$ cat config.mk
export PLATFORM = sky130hd
export DESIGN_NAME = vdp_host_port
export DESIGN_NICKNAME = d
export VERILOG_FILES = /design/src/rtl/vdp_pkg.sv /design/src/rtl/vdp_wfifo.sv /design/src/rtl/vdp_host_port.sv
export SDC_FILE = /design/constraint.sdc
export NUM_CORES = 1
export LEC_CHECK = 0
export ABC_AREA = 1
export BUFFER_PORTS_ARGS = -buffer_cell sky130_fd_sc_hd__buf_2
export CAP_MARGIN = 20
export CORE_MARGIN = 8
export CORE_UTILIZATION = 64
export DETAILED_ROUTE_END_ITERATION = 8
export PLACE_DENSITY_LB_ADDON = 0.15
export REMOVE_ABC_BUFFERS = 1
export SYNTH_ARGS = -nofsm -noshare
export SYNTH_HDL_FRONTEND = slang
export SYNTH_SLANG_ARGS = --single-unit
$ cat constraint.sdc
create_clock -name clk -period 4.1 [get_ports clk]
set_input_delay 0.205 -clock clk [delete_from_list [all_inputs] [get_ports clk]]
set_output_delay 0.205 -clock clk [all_outputs]
set_load 0.01 [all_outputs]
$ cat src/rtl/vdp_pkg.sv
// Shared definitions for the VDP host port: register map, step codes, FIFO entry and access states.
package vdp_pkg;
    localparam logic [1:0] REG_ADDR_LO = 2'd0;
    localparam logic [1:0] REG_ADDR_HI = 2'd1;
    localparam logic [1:0] REG_DATA    = 2'd2;
    localparam logic [1:0] REG_CTRL    = 2'd3;

    localparam logic [1:0] STEP_0  = 2'd0;
    localparam logic [1:0] STEP_1  = 2'd1;
    localparam logic [1:0] STEP_2  = 2'd2;
    localparam logic [1:0] STEP_80 = 2'd3;

    localparam int FIFO_DEPTH = 4;
    localparam int ADDR_W     = 15;

    typedef struct packed {
        logic [ADDR_W-1:0] addr;
        logic [7:0]        data;
    } wr_entry_t;

    typedef enum logic [1:0] {
        ST_IDLE  = 2'd0,
        ST_WRITE = 2'd1,
        ST_READ  = 2'd2
    } acc_state_t;

    function automatic logic [ADDR_W-1:0] step_value(input logic [1:0] code);
        case (code)
            STEP_0:  return 15'd0;
            STEP_1:  return 15'd1;
            STEP_2:  return 15'd2;
            default: return 15'd80;
        endcase
    endfunction
endpackage

$ cat src/rtl/vdp_wfifo.sv
// Small synchronous FIFO; a push on a full FIFO is accepted when a pop happens in the same cycle.
module vdp_wfifo #(
    parameter int WIDTH = 8,
    parameter int DEPTH = 4
) (
    input  logic             clk,
    input  logic             reset,
    input  logic             push,
    input  logic [WIDTH-1:0] wdata,
    input  logic             pop,
    output logic [WIDTH-1:0] rdata,
    output logic             full,
    output logic             empty
);
    localparam int AW = (DEPTH > 1) ? $clog2(DEPTH) : 1;

    logic [WIDTH-1:0] mem [DEPTH];
    logic [AW-1:0]    wr_ptr, rd_ptr;
    logic [AW:0]      count;
    logic             do_push, do_pop;

    assign do_pop  = pop && !empty;
    assign do_push = push && (!full || do_pop);
    assign full    = (count == (AW+1)'(DEPTH));
    assign empty   = (count == '0);
    assign rdata   = mem[rd_ptr];

    function automatic logic [AW-1:0] inc(input logic [AW-1:0] p);
        return (p == AW'(DEPTH-1)) ? '0 : p + 1'b1;
    endfunction

    always_ff @(posedge clk or negedge reset) begin
        if (!reset) begin
            wr_ptr <= '0;
            rd_ptr <= '0;
            count  <= '0;
        end else begin
            if (do_push) wr_ptr <= inc(wr_ptr);
            if (do_pop)  rd_ptr <= inc(rd_ptr);
            case ({do_push, do_pop})
                2'b10:   count <= count + 1'b1;
                2'b01:   count <= count - 1'b1;
                default: count <= count;
            endcase
        end
    end

    always_ff @(posedge clk) begin
        if (do_push) mem[wr_ptr] <= wdata;
    end
endmodule

$ cat src/rtl/vdp_host_port.sv
// Host register port of the VDP: address pointer, write FIFO and VRAM access sequencer.
// Optional VRAM read-back path (prefetch buffer) is enabled with VDP_HOST_READ_EN.
module vdp_host_port
    import vdp_pkg::*;
(
    input  logic                 clk,
    input  logic                 reset,
    input  logic                 host_cs,
    input  logic                 host_we,
    input  logic [1:0]           host_addr,
    input  logic [7:0]           host_wdata,
    output logic [7:0]           host_rdata,
    output logic                 vram_req,
    output logic                 vram_we,
    output logic [ADDR_W-1:0]    vram_addr,
    output logic [7:0]           vram_wdata,
    input  logic                 vram_ack,
    input  logic [7:0]           vram_rdata
);
    logic [ADDR_W-1:0] ptr;
    logic [1:0]        step;
    logic              ovf, rvalid, pending;
    logic [7:0]        rd_data;
    logic              ptr_adv_rd;
    acc_state_t        state, state_d;
    logic              launch_wr, launch_rd;
    wr_entry_t         head, push_entry;
    logic              full, empty, pop, push_ok;
    logic              host_wr, host_rd, data_wr, lo_wr, hi_wr;
    logic [7:0]        status;

    assign host_wr    = host_cs && host_we;
    assign host_rd    = host_cs && !host_we;
    assign data_wr    = host_wr && (host_addr == REG_DATA);
    assign lo_wr      = host_wr && (host_addr == REG_ADDR_LO);
    assign hi_wr      = host_wr && (host_addr == REG_ADDR_HI);
    assign pop        = (state == ST_WRITE) && vram_ack;
    assign push_ok    = data_wr && (!full || pop);
    assign push_entry = '{addr: ptr, data: host_wdata};
    assign status     = {4'b0, ovf, rvalid, full, empty};

    vdp_wfifo #(.WIDTH($bits(wr_entry_t)), .DEPTH(FIFO_DEPTH)) u_wfifo (
        .clk   (clk),
        .reset (reset),
        .push  (push_ok),
        .wdata (push_entry),
        .pop   (pop),
        .rdata (head),
        .full  (full),
        .empty (empty)
    );

`ifdef VDP_HOST_READ_EN
    logic data_rd, trigger, rd_done;
    logic [7:0] rbuf;

    assign data_rd    = host_rd && (host_addr == REG_DATA);
    // Moving the pointer under an in-flight read makes its result stale; re-arm instead.
    assign trigger    = hi_wr || data_rd || ((lo_wr || hi_wr) && state == ST_READ);
    assign rd_done    = (state == ST_READ) && vram_ack;
    assign rd_data    = rbuf;
    assign ptr_adv_rd = data_rd;

    always_ff @(posedge clk or negedge reset) begin
        if (!reset) begin
            pending <= 1'b0;
            rvalid  <= 1'b0;
            rbuf    <= 8'h00;
        end else begin
            if (trigger)        pending <= 1'b1;
            else if (launch_rd) pending <= 1'b0;
            if (trigger) begin
                rvalid <= 1'b0;
            end else if (rd_done && !pending) begin
                rvalid <= 1'b1;
                rbuf   <= vram_rdata;
            end
        end
    end
`else
    logic unused_rdata;
    assign unused_rdata = ^vram_rdata;
    assign pending      = 1'b0;
    assign rvalid       = 1'b0;
    assign rd_data      = 8'h00;
    assign ptr_adv_rd   = 1'b0;
`endif

    always_ff @(posedge clk or negedge reset) begin
        if (!reset) begin
            ptr  <= '0;
            step <= STEP_0;
            ovf  <= 1'b0;
        end else begin
            if (lo_wr)                        ptr[7:0]  <= host_wdata;
            else if (hi_wr)                   ptr[14:8] <= host_wdata[6:0];
            else if (push_ok || ptr_adv_rd)   ptr       <= ptr + step_value(step);
            if (host_wr && host_addr == REG_CTRL) step <= host_wdata[1:0];
            if (data_wr && !push_ok)                    ovf <= 1'b1;
            else if (host_rd && host_addr == REG_CTRL)  ovf <= 1'b0;
        end
    end

    always_ff @(posedge clk or negedge reset) begin
        if (!reset) begin
            host_rdata <= 8'h00;
        end else if (host_rd) begin
            case (host_addr)
                REG_ADDR_LO: host_rdata <= ptr[7:0];
                REG_ADDR_HI: host_rdata <= {1'b0, ptr[14:8]};
                REG_DATA:    host_rdata <= rd_data;
                default:     host_rdata <= status;
            endcase
        end
    end

    always_comb begin
        state_d   = state;
        launch_wr = 1'b0;
        launch_rd = 1'b0;
        case (state)
            ST_IDLE: begin
                if (!empty) begin
                    state_d   = ST_WRITE;
                    launch_wr = 1'b1;
                end else if (pending) begin
                    state_d   = ST_READ;
                    launch_rd = 1'b1;
                end
            end
            ST_WRITE: if (vram_ack) state_d = ST_IDLE;
            ST_READ:  if (vram_ack) state_d = ST_IDLE;
            default:  state_d = ST_IDLE;
        endcase
    end

    always_ff @(posedge clk or negedge reset) begin
        if (!reset) begin
            state      <= ST_IDLE;
            vram_we    <= 1'b0;
            vram_addr  <= '0;
            vram_wdata <= 8'h00;
        end else begin
            state <= state_d;
            // Request fields only change on launch, so they hold steady until the ack.
            if (launch_wr) begin
                vram_we    <= 1'b1;
                vram_addr  <= head.addr;
                vram_wdata <= head.data;
            end else if (launch_rd) begin
                vram_we    <= 1'b0;
                vram_addr  <= ptr;
            end
        end
    end

    assign vram_req = (state != ST_IDLE);
endmodule

==> impl_metrics.toml <==
[worst_setup_path]
cp-end-kind = "register"
crit_buf_inv = 2
cp_top_family = "simple AND/OR/NAND/NOR gates"
r2r_setup_slack_ns = 1.78
critPathKind = "reg2reg"
cp_slowest_stage_delay_ns = 0.48
r2r-start = "step[0]$_DFFE_PN0P_"
crit_chain = "inv_1 -> nor2_1 -> ha_1 -> fa_1 -> nand2_1 -> nor2_1 -> nand3_1 -> nand2_1 -> nand2_1 -> nand2_1 -> nand3_1 -> nand2_1 -> nand2_1 -> nand2_1 -> inv_1"
arrival_ns = 2.74
rr_endpoint = "ptr[10]$_DFFE_PN0P_"
required_ns = 4.53
crit_top_cell = "nand2_1"
start_kind = "register"
reg2regPathDepth = 15
cp_max_fo = 5
slowest_stage = "dfrtp_1"

[floorplan]
rows = 37
dieArea_sq_um = 13900
dieWidth_um = 118
initial_utilization_pct = 65.1
io_pins = 56
core_sq_um = 10200
dieHeight_um = 118

[timing]
setup_slack_ns = 1.78
tightest_slew_ns = 0.958
fmax_mhz = 432
finClkSkew_ns = 0.00999
setup_viol = 0
hold-worst-slack_ns = 0.0226
fin_crit_sh_pct = 56.5
grt_setup_unrepaired = "no"
hold_viol = 0
final_max_slew_viol_count = 0
min_period_ns = 2.32
tns_ns = 0
slew_headroom_pct = 36.1

[synth]
synth_top_family_by_area = "simple AND/OR/NAND/NOR gates"
synth_xor_xnor_area_share_pct = 0.395
synthMuxAreaShare_pct = 0
syn_area_sq_um = 6660
avgSynthCellArea_sq_um = 10.2
ys.warnings.count = 0
ys.flop_type = "edfxtp_1"
syn_inst = 655
netlist-cell-type-count = 40
synth_compound_area_share_pct = 10.3
synth_simple_gate_area_share_pct = 18.8
async_flop_share_pct = 38.7
synth-edff-count = 92
synth-adder-area-share_pct = 2.10
seq_area_frac_synth_pct = 63.3
synth_seq_cells = 150

[global_route]
grt_overflow = 0
grt_first_pass_wirelength_um = 25100
grtUsageTotal_pct = 23.0
grt_max_degree = 50
grt_pass1_vias = 4992
antenna_found_initial = 0

[power_and_ir_drop]
power_leakage_nw = 3.13
powerDensity_nw_per_um2 = 703
intPower_mw = 3.40
power.share.switching_pct = 36.8
switchingPower_mw = 1.98
clkPwrFrac_pct = 26.9
fin_total_pwr_mw = 5.38
pwr-share-comb_pct = 30.7
power_frac_seq_pct = 42.4
ir_worst_vdd_mv = 0.475

[hold_path]
worstHoldStart = "host_addr[0]"
hp-class = "in2reg"
holdPathEnd = "host_rdata[1]$_DFFE_PN0P_"
holdPathStages = 3

[final_layout]
finalNonFillerCells = 861
syn_to_final_growth_pct = 14.9
mostFrequentLayoutCells = "145 x nor2_1, 92 x nand2_1, 92 x edfxtp_1"
layout-drive-gt1-share_pct = 15.4
layout_commonest_cell = "nor2_1"
insertedDiodeCount = 0
final_cell_area_sq_um = 7650
utilization_pct = 74.8
nNetsFinal = 745

[cts]
root_buffer = "clkbuf_8"
cts.repair.resized = 0
clock_latency_ns = 0.53
clkTransAtPathRegs_ns = 0.06
cts_tree = "yes"
cts_buffers = 17
clkSinkCount = 150
cts_buffer_depth = 2
htreeDepth = 4

[place]
io_buffer_count = 47
pre_cts_ws_ns = 1.84
globalplace.congestion = 0.881
hpwl_um = 9510
placed_cells = 820
place_area_sq_um = 7010

[drt]
wire_per_inst_um = 17.8
drt-initial-drc-count = 530
via_per_inst = 5.72
dr.pass1.iters = 5
drc_errors = 0
routed-via-count = 4924
routed_wl_um = 15300
ant_nets = 0

[run_status]
status = "finished, final reports clean"

[flow_run]
max-cap-violations = 0
==> cells by family after synthesis <==
family                     count (synthesis)
DFF                                      150
xor gates and xnor gates                   3
AOI/OAI and AO/OA                        121
and+or+nand+nor                          292
buffers and inverters                     79
adders and majority gates                 10
==> sequential cells by signal, summed over array words and instances (netlist names), 2 cells and up <==
name            cells
host_rdata          8
ptr                15
step                2
u_wfifo.count       3
u_wfifo.mem        92
u_wfifo.rd_ptr      2
u_wfifo.wr_ptr      2
vram_addr          15
vram_wdata          8
==> synth_stat cells, types with 2 or more instances <==
cell	count	share of area, %
a21oi_1	17	1.3
xnor2_1	2	0.26
nor2_4	6	1.0
a21oi_2	2	0.26
clkbuf_1	10	0.56
o21ai_0	64	4.8
inv_1	48	2.7
o31ai_1	2	0.23
nand3_2	2	0.30
ha_1	8	1.5
inv_2	4	0.23
o22ai_1	2	0.19
nand3_4	2	0.53
edfxtp_1	92	41
nor3_1	2	0.15
dfrtp_1	58	22
nand2_2	5	0.47
nand4_1	2	0.19
nand2_1	92	5.2
buf_1	2	0.11
nand3_1	28	2.1
a221oi_1	2	0.26
fa_1	2	0.60
buf_6	2	0.34
buf_2	9	0.68
nor2_1	149	8.4
a31oi_1	27	2.5
a22oi_1	2	0.23
==> per-layer routing <==
layer  part of all wire [%]  track usage, %  vias up
li1                       -               -     2327
met1                     42            27.9     2401
met2                     49            38.6      170
met3                    5.9            5.95       26
met4                    2.4            9.05        0
met5                      0               0        -
==> worst min-delay path, stage by stage <==
cell     delay [ns]
buf_2          0.14
nand3_1        0.09
a21oi_1        0.07
==> worst max path at each step <==
stage	slack, ns	end	cells past startpoint	start
2_1_floorplan	2.01	u_wfifo.mem[0][0]$_DFFE_PP_	5	u_wfifo.count[2]$_DFFE_PN0P_
3_3_place_gp	1.92	ptr[10]$_DFFE_PN0P_	15	step[0]$_DFFE_PN0P_
3_5_place_dp	1.84	ptr[10]$_DFFE_PN0P_	15	step[0]$_DFFE_PN0P_
4_1_cts	1.82	ptr[10]$_DFFE_PN0P_	15	step[0]$_DFFE_PN0P_
5_1_grt	1.50	ptr[10]$_DFFE_PN0P_	15	step[0]$_DFFE_PN0P_
6_report	1.78	ptr[10]$_DFFE_PN0P_	15	step[0]$_DFFE_PN0P_
==> power by group through the flow <==
stage               logic (mW)  registers, mW  clock network (mW)
global placement          1.56           2.28                   0
global route              1.87           2.32                1.53
finish                    1.65           2.28                1.45
floorplan                0.961           2.34                   0
detailed placement        1.64           2.30                   0
CTS                       1.66           2.28                1.46
==> what timing repair did <==
item,4_1_cts,5_1_grt
hold endpoints to repair,49,0
hold buffers,9,0
buffers inserted,0,0
==> layout make-up <==
class                           count  area [sq um]
Sequential cell                   150          4210
Fill cell                         704          2580
Tap cell                          136           170
Inverter                           55           219
Multi-Input combinational cell    426          2120
Clock buffer                       18           418
Clock inverter                     14           134
Timing Repair Buffer               62           370
(Power assumes the default switching activity.)
